**config.mk**
```make
export PLATFORM = sky130hd
export DESIGN_NAME = ce_gen
export DESIGN_NICKNAME = d
export VERILOG_FILES = /design/src/rtl/ce_gen.sv
export SDC_FILE = /design/constraint.sdc
export NUM_CORES = 1
export LEC_CHECK = 0
export ABC_AREA = 0
export BUFFER_PORTS_ARGS = -buffer_cell sky130_fd_sc_hd__buf_2
export CORE_UTILIZATION = 49
export CTS_CLUSTER_DIAMETER = 80
export DETAILED_ROUTE_END_ITERATION = 6
export HOLD_SLACK_MARGIN = 0.15
export PLACE_DENSITY_LB_ADDON = 0.2
export SYNTH_ARGS = -nofsm -noshare
export SYNTH_HDL_FRONTEND = slang
export SYNTH_SLANG_ARGS = --single-unit
```
**constraint.sdc**
```tcl
create_clock -name clk_sys -period 3.75 [get_ports clk_sys]
set_clock_uncertainty 0.15 [all_clocks]
set_input_delay 0.375 -clock clk_sys [delete_from_list [all_inputs] [get_ports clk_sys]]
set_output_delay 0.375 -clock clk_sys [all_outputs]
set_load 0.03 [all_outputs]
```
**src/rtl/ce_gen.sv**
```systemverilog
// ce_gen: multi-channel clock-enable generator driven from clk_sys.
// Each channel produces a single-cycle enable (ce) at a programmable integer
// ratio, plus a mid-period companion enable (ce_n) in integer mode.
// Optional fractional (NCO) mode is built only when CE_GEN_FRAC_EN is defined;
// without it, mode and inc are ignored and every channel divides by div.
// pause and resync are shared across channels: reset > resync > pause > run.
// Outputs are registered, so no input reaches an output combinationally.
module ce_gen #(
  parameter int CHANNELS = 4,
  parameter int DIV_W    = 8,
  parameter int ACC_W    = 16
) (
  input  logic                      clk_sys,
  input  logic                      reset,
  input  logic                      pause,
  input  logic                      resync,
  input  logic [CHANNELS-1:0]       mode,
  input  logic [CHANNELS*DIV_W-1:0] div,
  input  logic [CHANNELS*ACC_W-1:0] inc,
  output logic [CHANNELS-1:0]       ce,
  output logic [CHANNELS-1:0]       ce_n
);

`ifndef CE_GEN_FRAC_EN
  // mode and inc are deliberately unused when the fractional path is absent.
  logic w_unused_cfg;
  assign w_unused_cfg = ^{mode, inc};
`endif

  for (genvar g = 0; g < CHANNELS; g++) begin : g_ch
    logic [DIV_W-1:0] r_cnt;
    logic [DIV_W-1:0] r_nsh;
    logic             r_ce;
    logic             r_ce_n;
    logic [DIV_W-1:0] w_div;
    logic [DIV_W-1:0] w_ne;
    logic             w_wrap;
    logic             w_mid;
    logic             w_frac;
    logic             w_carry;

    assign w_div = div[g*DIV_W +: DIV_W];

    // A programmed ratio of 0 behaves as divide-by-1.
    assign w_ne = (r_nsh == '0) ? DIV_W'(1) : r_nsh;

    // End of period: the counter has reached Ne-1. r_cnt never exceeds Ne-1
    // because the shadow ratio only changes when the counter wraps to 0.
    assign w_wrap = (r_cnt >= (w_ne - DIV_W'(1)));

    // Half-way point of the period; ratio 1 has no distinct middle.
    assign w_mid = (w_ne >= DIV_W'(2)) && (r_cnt == ((w_ne >> 1) - DIV_W'(1)));

`ifdef CE_GEN_FRAC_EN
    logic [ACC_W-1:0] r_acc;
    logic [ACC_W:0]   w_sum;

    assign w_sum   = {1'b0, r_acc} + {1'b0, inc[g*ACC_W +: ACC_W]};
    assign w_frac  = mode[g];
    assign w_carry = w_sum[ACC_W];

    // Phase accumulator: advances only while this channel runs fractional.
    always_ff @(posedge clk_sys) begin
      if (reset || resync) begin
        r_acc <= '0;
      end else if (!pause && w_frac) begin
        r_acc <= w_sum[ACC_W-1:0];
      end
    end
`else
    assign w_frac  = 1'b0;
    assign w_carry = 1'b0;
`endif

    // Integer counter, shadow ratio and the registered enables.
    always_ff @(posedge clk_sys) begin
      if (reset || resync) begin
        r_cnt  <= '0;
        r_nsh  <= w_div;
        r_ce   <= 1'b0;
        r_ce_n <= 1'b0;
      end else if (pause) begin
        r_ce   <= 1'b0;
        r_ce_n <= 1'b0;
      end else if (w_frac) begin
        r_ce   <= w_carry;
        r_ce_n <= 1'b0;
      end else if (w_wrap) begin
        r_cnt  <= '0;
        r_nsh  <= w_div;
        r_ce   <= 1'b1;
        r_ce_n <= w_mid;
      end else begin
        r_cnt  <= r_cnt + DIV_W'(1);
        r_ce   <= 1'b0;
        r_ce_n <= w_mid;
      end
    end

    assign ce[g]   = r_ce;
    assign ce_n[g] = r_ce_n;
  end

endmodule

```
==> results.sh, run 1 <==
export IMPL_post_drt_wl_per_cell_um=13.3
export IMPL_final_common_cell="nand2_1"
export IMPL_tritoncts="built"
export IMPL_antenna_cells=0
export IMPL_combPwrFrac_pct=13.9
export IMPL_arrival_ns=3.42
export IMPL_synth_ff_type="dfxtp_1"
export IMPL_async_flop_share_pct=0
export IMPL_start_util_pct=50.9
export IMPL_post_cts_setup_buffers=0
export IMPL_dieArea_sq_um=10100
export IMPL_grt_util_all_layers_pct=20.6
export IMPL_finalHoldViolations=0
export IMPL_finalCritPeriodShare_pct=93.6
export IMPL_dpl_hpwl_um=7020
export IMPL_critPathLaunchType="flop"
export IMPL_ys_seq_area_share_pct=37.1
export IMPL_overflow=0
export IMPL_dieWidth_um=100
export IMPL_drt_drc_violations_left=0
export IMPL_synthCells=531
export IMPL_path_cells="nor4_4 -> a31oi_1 -> nor3_1 -> nor4_1 -> xnor2_1 -> ha_1 -> nand2_1 -> o21ai_0 -> a21oi_1 -> o21ai_1 -> buf_4"
export IMPL_grt_pass1_vias=3767
export IMPL_setup_viol=0
export IMPL_area_growth_pct=19.1
export IMPL_postLayoutSetupSlackWorst_ns=0.240
export IMPL_worstPathMaxFanout=8
export IMPL_p_leak_nw=2.20
export IMPL_clk_pin_slew_ns=0.07
export IMPL_slowest_delay_ns=0.51
export IMPL_hp_class="primary input to flop"
export IMPL_finish_instance_area_sq_um=5660
export IMPL_setup_worst_path_class="flop to flop"
export IMPL_grt_pass1_wl_um=16600
export IMPL_ant_nets=0
export IMPL_boundaryPins=112
export IMPL_post_dp_cell_area_sq_um=5090
export IMPL_critPathRequiredTime_ns=3.66
export IMPL_io_buffers=43
export IMPL_fp_row_count=35
export IMPL_nets=752
export IMPL_setup_tns_ns=0
export IMPL_yosysWarnings=0
export IMPL_tightest_slew_ns=0.479
export IMPL_timing_final_crit_period_ns=3.51
export IMPL_synth_nets=679
export IMPL_crit_slowest_cell="edfxtp_1"
export IMPL_rsz0062_at_grt="no"
export IMPL_drt_pre_antenna_iters=4
export IMPL_synth_edf_count=32
export IMPL_layout_drive_gt1_share_pct=14.0
export IMPL_synth_cell_types=55
export IMPL_drv_slew=0
export IMPL_final_cell_mix="nand2_1, ha_1, buf_2"
export IMPL_synth_area_top_cells="edfxtp_1, dfxtp_1, ha_1"
export IMPL_post_place_ws_ns=0.211
export IMPL_intPower_mw=1.43
export IMPL_netlist_area_leader_share_pct=20.2
export IMPL_cts_buffers=9
export IMPL_viasPerCell=5.31
export IMPL_grt_start_max_net_pins=43
export IMPL_htreeDepth=3
export IMPL_gp_congestion=0.892
export IMPL_fmax_mhz=285
export IMPL_synth_area_per_cell_sq_um=8.94
export IMPL_dr_total_vias=3920
export IMPL_insertion_delay_ns=0.35
export IMPL_postSynthRegisterBits=72
export IMPL_p_switching_uw=475
export IMPL_routed_wirelength_um=9800
export IMPL_core_area_sq_um=9330
export IMPL_syn_area_sq_um=4750
export IMPL_drt_iter0_drc=107
export IMPL_ir_drop_uv=162
export IMPL_fillers=792
export IMPL_power_density_nw_per_um2=337
export IMPL_yosys_area_top_type="edfxtp_1"
export IMPL_status="finished clean"
export IMPL_antenna_found_initial=0
export IMPL_clock_power_share_pct=39.6
export IMPL_max_cap_violations=0
export IMPL_relSlewSlack_pct=68.0
export IMPL_cp_end_kind="flop"
export IMPL_die_y_um=100
export IMPL_cts_root_buf="clkbuf_8"
export IMPL_swShare_pct=24.9
export IMPL_clock_path_buffers=2
export IMPL_cts_sinks=72
export IMPL_pwr_share_seq_pct=46.6
[synthesized netlist by cell type (12+ instances only)]
master and number:
nor2_1 41, xnor2_1 39, inv_1 19, a21oi_1 39
xor2_1 26, ha_1 44, clkbuf_1 12, nand2_1 53
o21ai_0 14, nor3_1 18, dfxtp_1 40, edfxtp_1 32
nand3_1 31
[cell type report]
cell class / count / area [sq um] / area share [%]
repair buffers: 88 / 633 / 11.2
well taps: 129 / 161 / 2.85
inverters: 20 / 75.1 / 1.33
clock buffers: 10 / 128 / 2.26
flip-flops and latches: 72 / 1760 / 31.2
clock inverters: 6 / 116 / 2.06
multi-input cells: 413 / 2780 / 49.2
[metrics by stage]
stage | hold WS, ns | std cells | power, mW | utilization [%]
after global placement | 0.362 | 690 | 1.13 | 54.5
after detailed placement | 0.370 | 690 | 1.14 | 54.5
final | 0.277 | 738 | 1.91 | 60.6
after global routing | 0.307 | 738 | 2.00 | 60.6
after floorplan | 0.323 | 531 | 1.07 | -
after CTS | 0.265 | 738 | 1.92 | 60.6
[sequential cells by signal, indices dropped and copies added, names as in the netlist]
name         flops
g_ch.r_ce_n      4
g_ch.r_nsh      32
g_ch.r_cnt      32
g_ch.r_ce        4
[power by group through the flow]
stage	clock (mW)	sequential (mW)	combinational, mW
after floorplan	0	0.889	0.184
after detailed placement	0	0.906	0.238
after CTS	0.769	0.887	0.264
after global routing	0.805	0.893	0.298
final	0.754	0.888	0.264
after global placement	0	0.904	0.228
[cell families after synthesis]
kind of cell / after synthesis / synth area share (%)
multiplexers: 7 / 1.55
flip-flops: 72 / 37.1
AO/OA/AOI/OAI: 93 / 11.6
AND/OR/NAND/NOR: 204 / 21.8
buffers and inverters: 46 / 4.45
XOR/XNOR: 65 / 12.0
adder cells (fa/ha/maj): 44 / 11.6
[layer usage]
layer | global-route usage, % | vias to the layer above | part of all wire, % | wire length [um]
li1 | - | 2030 | - | -
met1 | 25.7 | 1817 | 48 | 4660
met2 | 36.0 | 58 | 49 | 4760
met3 | 2.64 | 15 | 2.2 | 212
met4 | 8.14 | 0 | 1.7 | 168
met5 | 0 | - | 0 | 0
[repair_timing]
action                                  CTS  global route
resized for setup                         0             1
endpoints found under the setup margin    0            10
hold endpoints to repair                 32             0
hold buffers                             32             0
[path summary, 6_finish.rpt]
check              startpoint          endpoint  slack (ns)  depth (start not counted)
max          g_ch[0].r_nsh[2]  g_ch[0].r_nsh[4]        0.24                         11
min                     pause  g_ch[0].r_cnt[0]        0.28                          4
max reg2reg  g_ch[0].r_nsh[2]  g_ch[0].r_nsh[4]        0.24                         11
min reg2reg  g_ch[2].r_cnt[5]  g_ch[2].r_cnt[5]        0.38                          2
[critical path, delay by kind of cell, from the launching register on]
family                     cells  cell delay (ns)
and+or+nand+nor                4             1.03
buffers and inverters          1             0.22
adders and majority gates      1             0.33
AOI/OAI and AO/OA              4             0.83
DFF                            1             0.51
xor gates and xnor gates       1             0.16
Note: power is estimated with default switching activity, not from simulation.
==> run 2: changes to the inputs <==
CELL_PAD_IN_SITES_DETAIL_PLACEMENT = 0   (was default)
CELL_PAD_IN_SITES_GLOBAL_PLACEMENT = 1   (was default)
CORE_UTILIZATION = 37   (was 49)
GPL_ROUTABILITY_DRIVEN = 0   (was default)
==> results.sh, run 2 (same netlist as run 1, synthesis figures left out) <==
export IMPL_status="finished clean"
export IMPL_routed_wirelength_um=10300
export IMPL_r2r_start="g_ch[3].r_nsh[1]"
export IMPL_cp_end_kind="flop"
export IMPL_register_area_sq_um=1760
export IMPL_hold_end="g_ch[3].r_cnt[0]"
export IMPL_reg2reg_to="g_ch[3].r_nsh[5]"
export IMPL_swShare_pct=25.5
export IMPL_antenna_cells=0
export IMPL_ir_drop_uv=197
export IMPL_post_dp_cell_area_sq_um=5160
export IMPL_setup_worst_path_class="flop to flop"
export IMPL_finalCritPeriodShare_pct=91.4
export IMPL_grt_pass1_vias=3637
export IMPL_final_cell_mix="nand2_1, ha_1, buf_2"
export IMPL_whs_path_depth=4
export IMPL_hp_class="primary input to flop"
export IMPL_grt_pass1_wl_um=17200
export IMPL_core_area_sq_um=12600
export IMPL_tightest_slew_ns=0.515
export IMPL_worstPathMaxFanout=11
export IMPL_rsz0062_at_grt="no"
export IMPL_power_mw=2.01
export IMPL_dieArea_sq_um=13300
export IMPL_cts_buffers=9
export IMPL_cts_root_buf="clkbuf_16"
export IMPL_arrival_ns=3.32
export IMPL_p_leak_nw=2.22
export IMPL_final_common_cell="nand2_1"
export IMPL_grt_start_max_net_pins=43
export IMPL_max_cap_violations=0
export IMPL_die_y_um=115
export IMPL_cts_sinks=72
export IMPL_finalHoldViolations=0
export IMPL_combPwrFrac_pct=13.3
export IMPL_timing_final_crit_period_ns=3.43
export IMPL_p_switching_uw=513
export IMPL_dpl_hpwl_um=7360
export IMPL_intPower_mw=1.50
export IMPL_multi_input_comb_area_sq_um=2780
export IMPL_dr_total_vias=3848
export IMPL_ant_nets=0
export IMPL_overflow=0
export IMPL_area_growth_pct=21.5
export IMPL_post_cts_setup_buffers=0
export IMPL_viasPerCell=4.91
export IMPL_htreeDepth=3
export IMPL_pwr_share_seq_pct=44.1
export IMPL_reg_largest_list="g_ch.r_cnt: 32 flops, g_ch.r_nsh: 32 flops"
export IMPL_tritoncts="built"
export IMPL_relSlewSlack_pct=65.7
export IMPL_min_from="pause"
export IMPL_drt_pre_antenna_iters=4
export IMPL_reg2reg_slack_ns=0.32
export IMPL_reg2regPathDepth=13
export IMPL_drv_slew=0
export IMPL_clock_path_buffers=2
export IMPL_clock_power_share_pct=42.6
export IMPL_fillers=1231
export IMPL_setup_viol=0
export IMPL_antenna_found_initial=0
export IMPL_nets=754
export IMPL_grt_util_all_layers_pct=16.7
export IMPL_clk_pin_slew_ns=0.06
export IMPL_critPathRequiredTime_ns=3.64
export IMPL_insertion_delay_ns=0.34
export IMPL_critPathLaunchType="flop"
export IMPL_finish_instance_area_sq_um=5770
export IMPL_drt_drc_violations_left=0
export IMPL_boundaryPins=112
export IMPL_post_drt_wl_per_cell_um=13.2
export IMPL_setup_tns_ns=0
export IMPL_fp_row_count=41
export IMPL_fmax_mhz=292
export IMPL_layout_drive_gt1_share_pct=14.2
export IMPL_io_buffers=43
export IMPL_dieWidth_um=115
export IMPL_start_util_pct=37.8
export IMPL_power_density_nw_per_um2=349
export IMPL_drt_iter0_drc=134
[run 2: cell types whose count changed in the layout (fill, tap and decap cells not counted), sizes merged]
| cell | previous run | this run |
|---|---|---|
| buf | 56 | 58 |
| bufinv | 3 | 1 |
| clkinv | 2 | 3 |
| inv | 21 | 20 |
| clkinvlp | 0 | 2 |
[run 2: worst max-delay path by stage]
stage | startpoint | endpoint | cells after the start
global placement | g_ch[2].r_nsh[5] | g_ch[2].r_nsh[5] | 11
floorplan | g_ch[3].r_nsh[3] | g_ch[3].r_nsh[0] | 13
detailed placement | g_ch[2].r_nsh[5] | g_ch[2].r_nsh[5] | 10
CTS | g_ch[2].r_nsh[5] | g_ch[2].r_nsh[2] | 11
global route | g_ch[2].r_nsh[5] | g_ch[2].r_cnt[4] | 11
finish | g_ch[3].r_nsh[1] | g_ch[3].r_nsh[5] | 13
[run 2: metrics by stage]
step / cells / worst slack (ns) / utilization, % / hold WS (ns)
after CTS: 783 / 0.167 / 45.9 / 0.273
after global routing: 783 / 0.0494 / 45.9 / 0.307
after detailed placement: 735 / 0.183 / 41.0 / 0.378
final: 783 / 0.321 / 45.9 / 0.278
after floorplan: 531 / 0.163 / - / 0.323
after global placement: 735 / 0.219 / 41.0 / 0.367
[run 2: power by group through the flow]
| stage | combinational (mW) | sequential [mW] | clock, mW |
|---|---|---|---|
| floorplan | 0.184 | 0.889 | 0 |
| global placement | 0.238 | 0.903 | 0 |
| detailed placement | 0.243 | 0.904 | 0 |
| CTS | 0.270 | 0.887 | 0.885 |
| global route | 0.303 | 0.890 | 0.907 |
| finish | 0.269 | 0.886 | 0.857 |
[run 2: timing repair]
item                                    in CTS  in global routing
hold endpoints to repair                    32                  0
gates resized for setup                      0                  1
endpoints found under the setup margin       0                 10
hold buffers                                32                  0
[run 2: layout make-up]
cell class,count,share of cell area [%]
multi-input cells,413,48.2
inverters,20,1.30
clock inverters,6,1.04
well taps,172,3.73
repair buffers,90,11.2
flip-flops and latches,72,30.5
clock buffers,10,3.97
[run 2: worst max-delay path, stage by stage, from the launching register on]
cell	delay, ns
edfxtp_1	0.47
or4_1	0.60
nor4_1	0.29
nor2_1	0.14
ha_1	0.23
nand2_1	0.10
nor3_1	0.06
xnor2_1	0.14
ha_1	0.29
nand2_1	0.04
o21ai_0	0.20
a21oi_1	0.08
o21ai_1	0.13
buf_4	0.20
[run 2: routing by layer]
layer / GRT usage [%] / vias to the layer above / wire length, um
met5: 0 / - / 0
met4: 7.10 / 0 / 176
met3: 2.79 / 12 / 218
met2: 27.4 / 47 / 4700
met1: 21.6 / 1743 / 5230
li1: - / 2046 / -
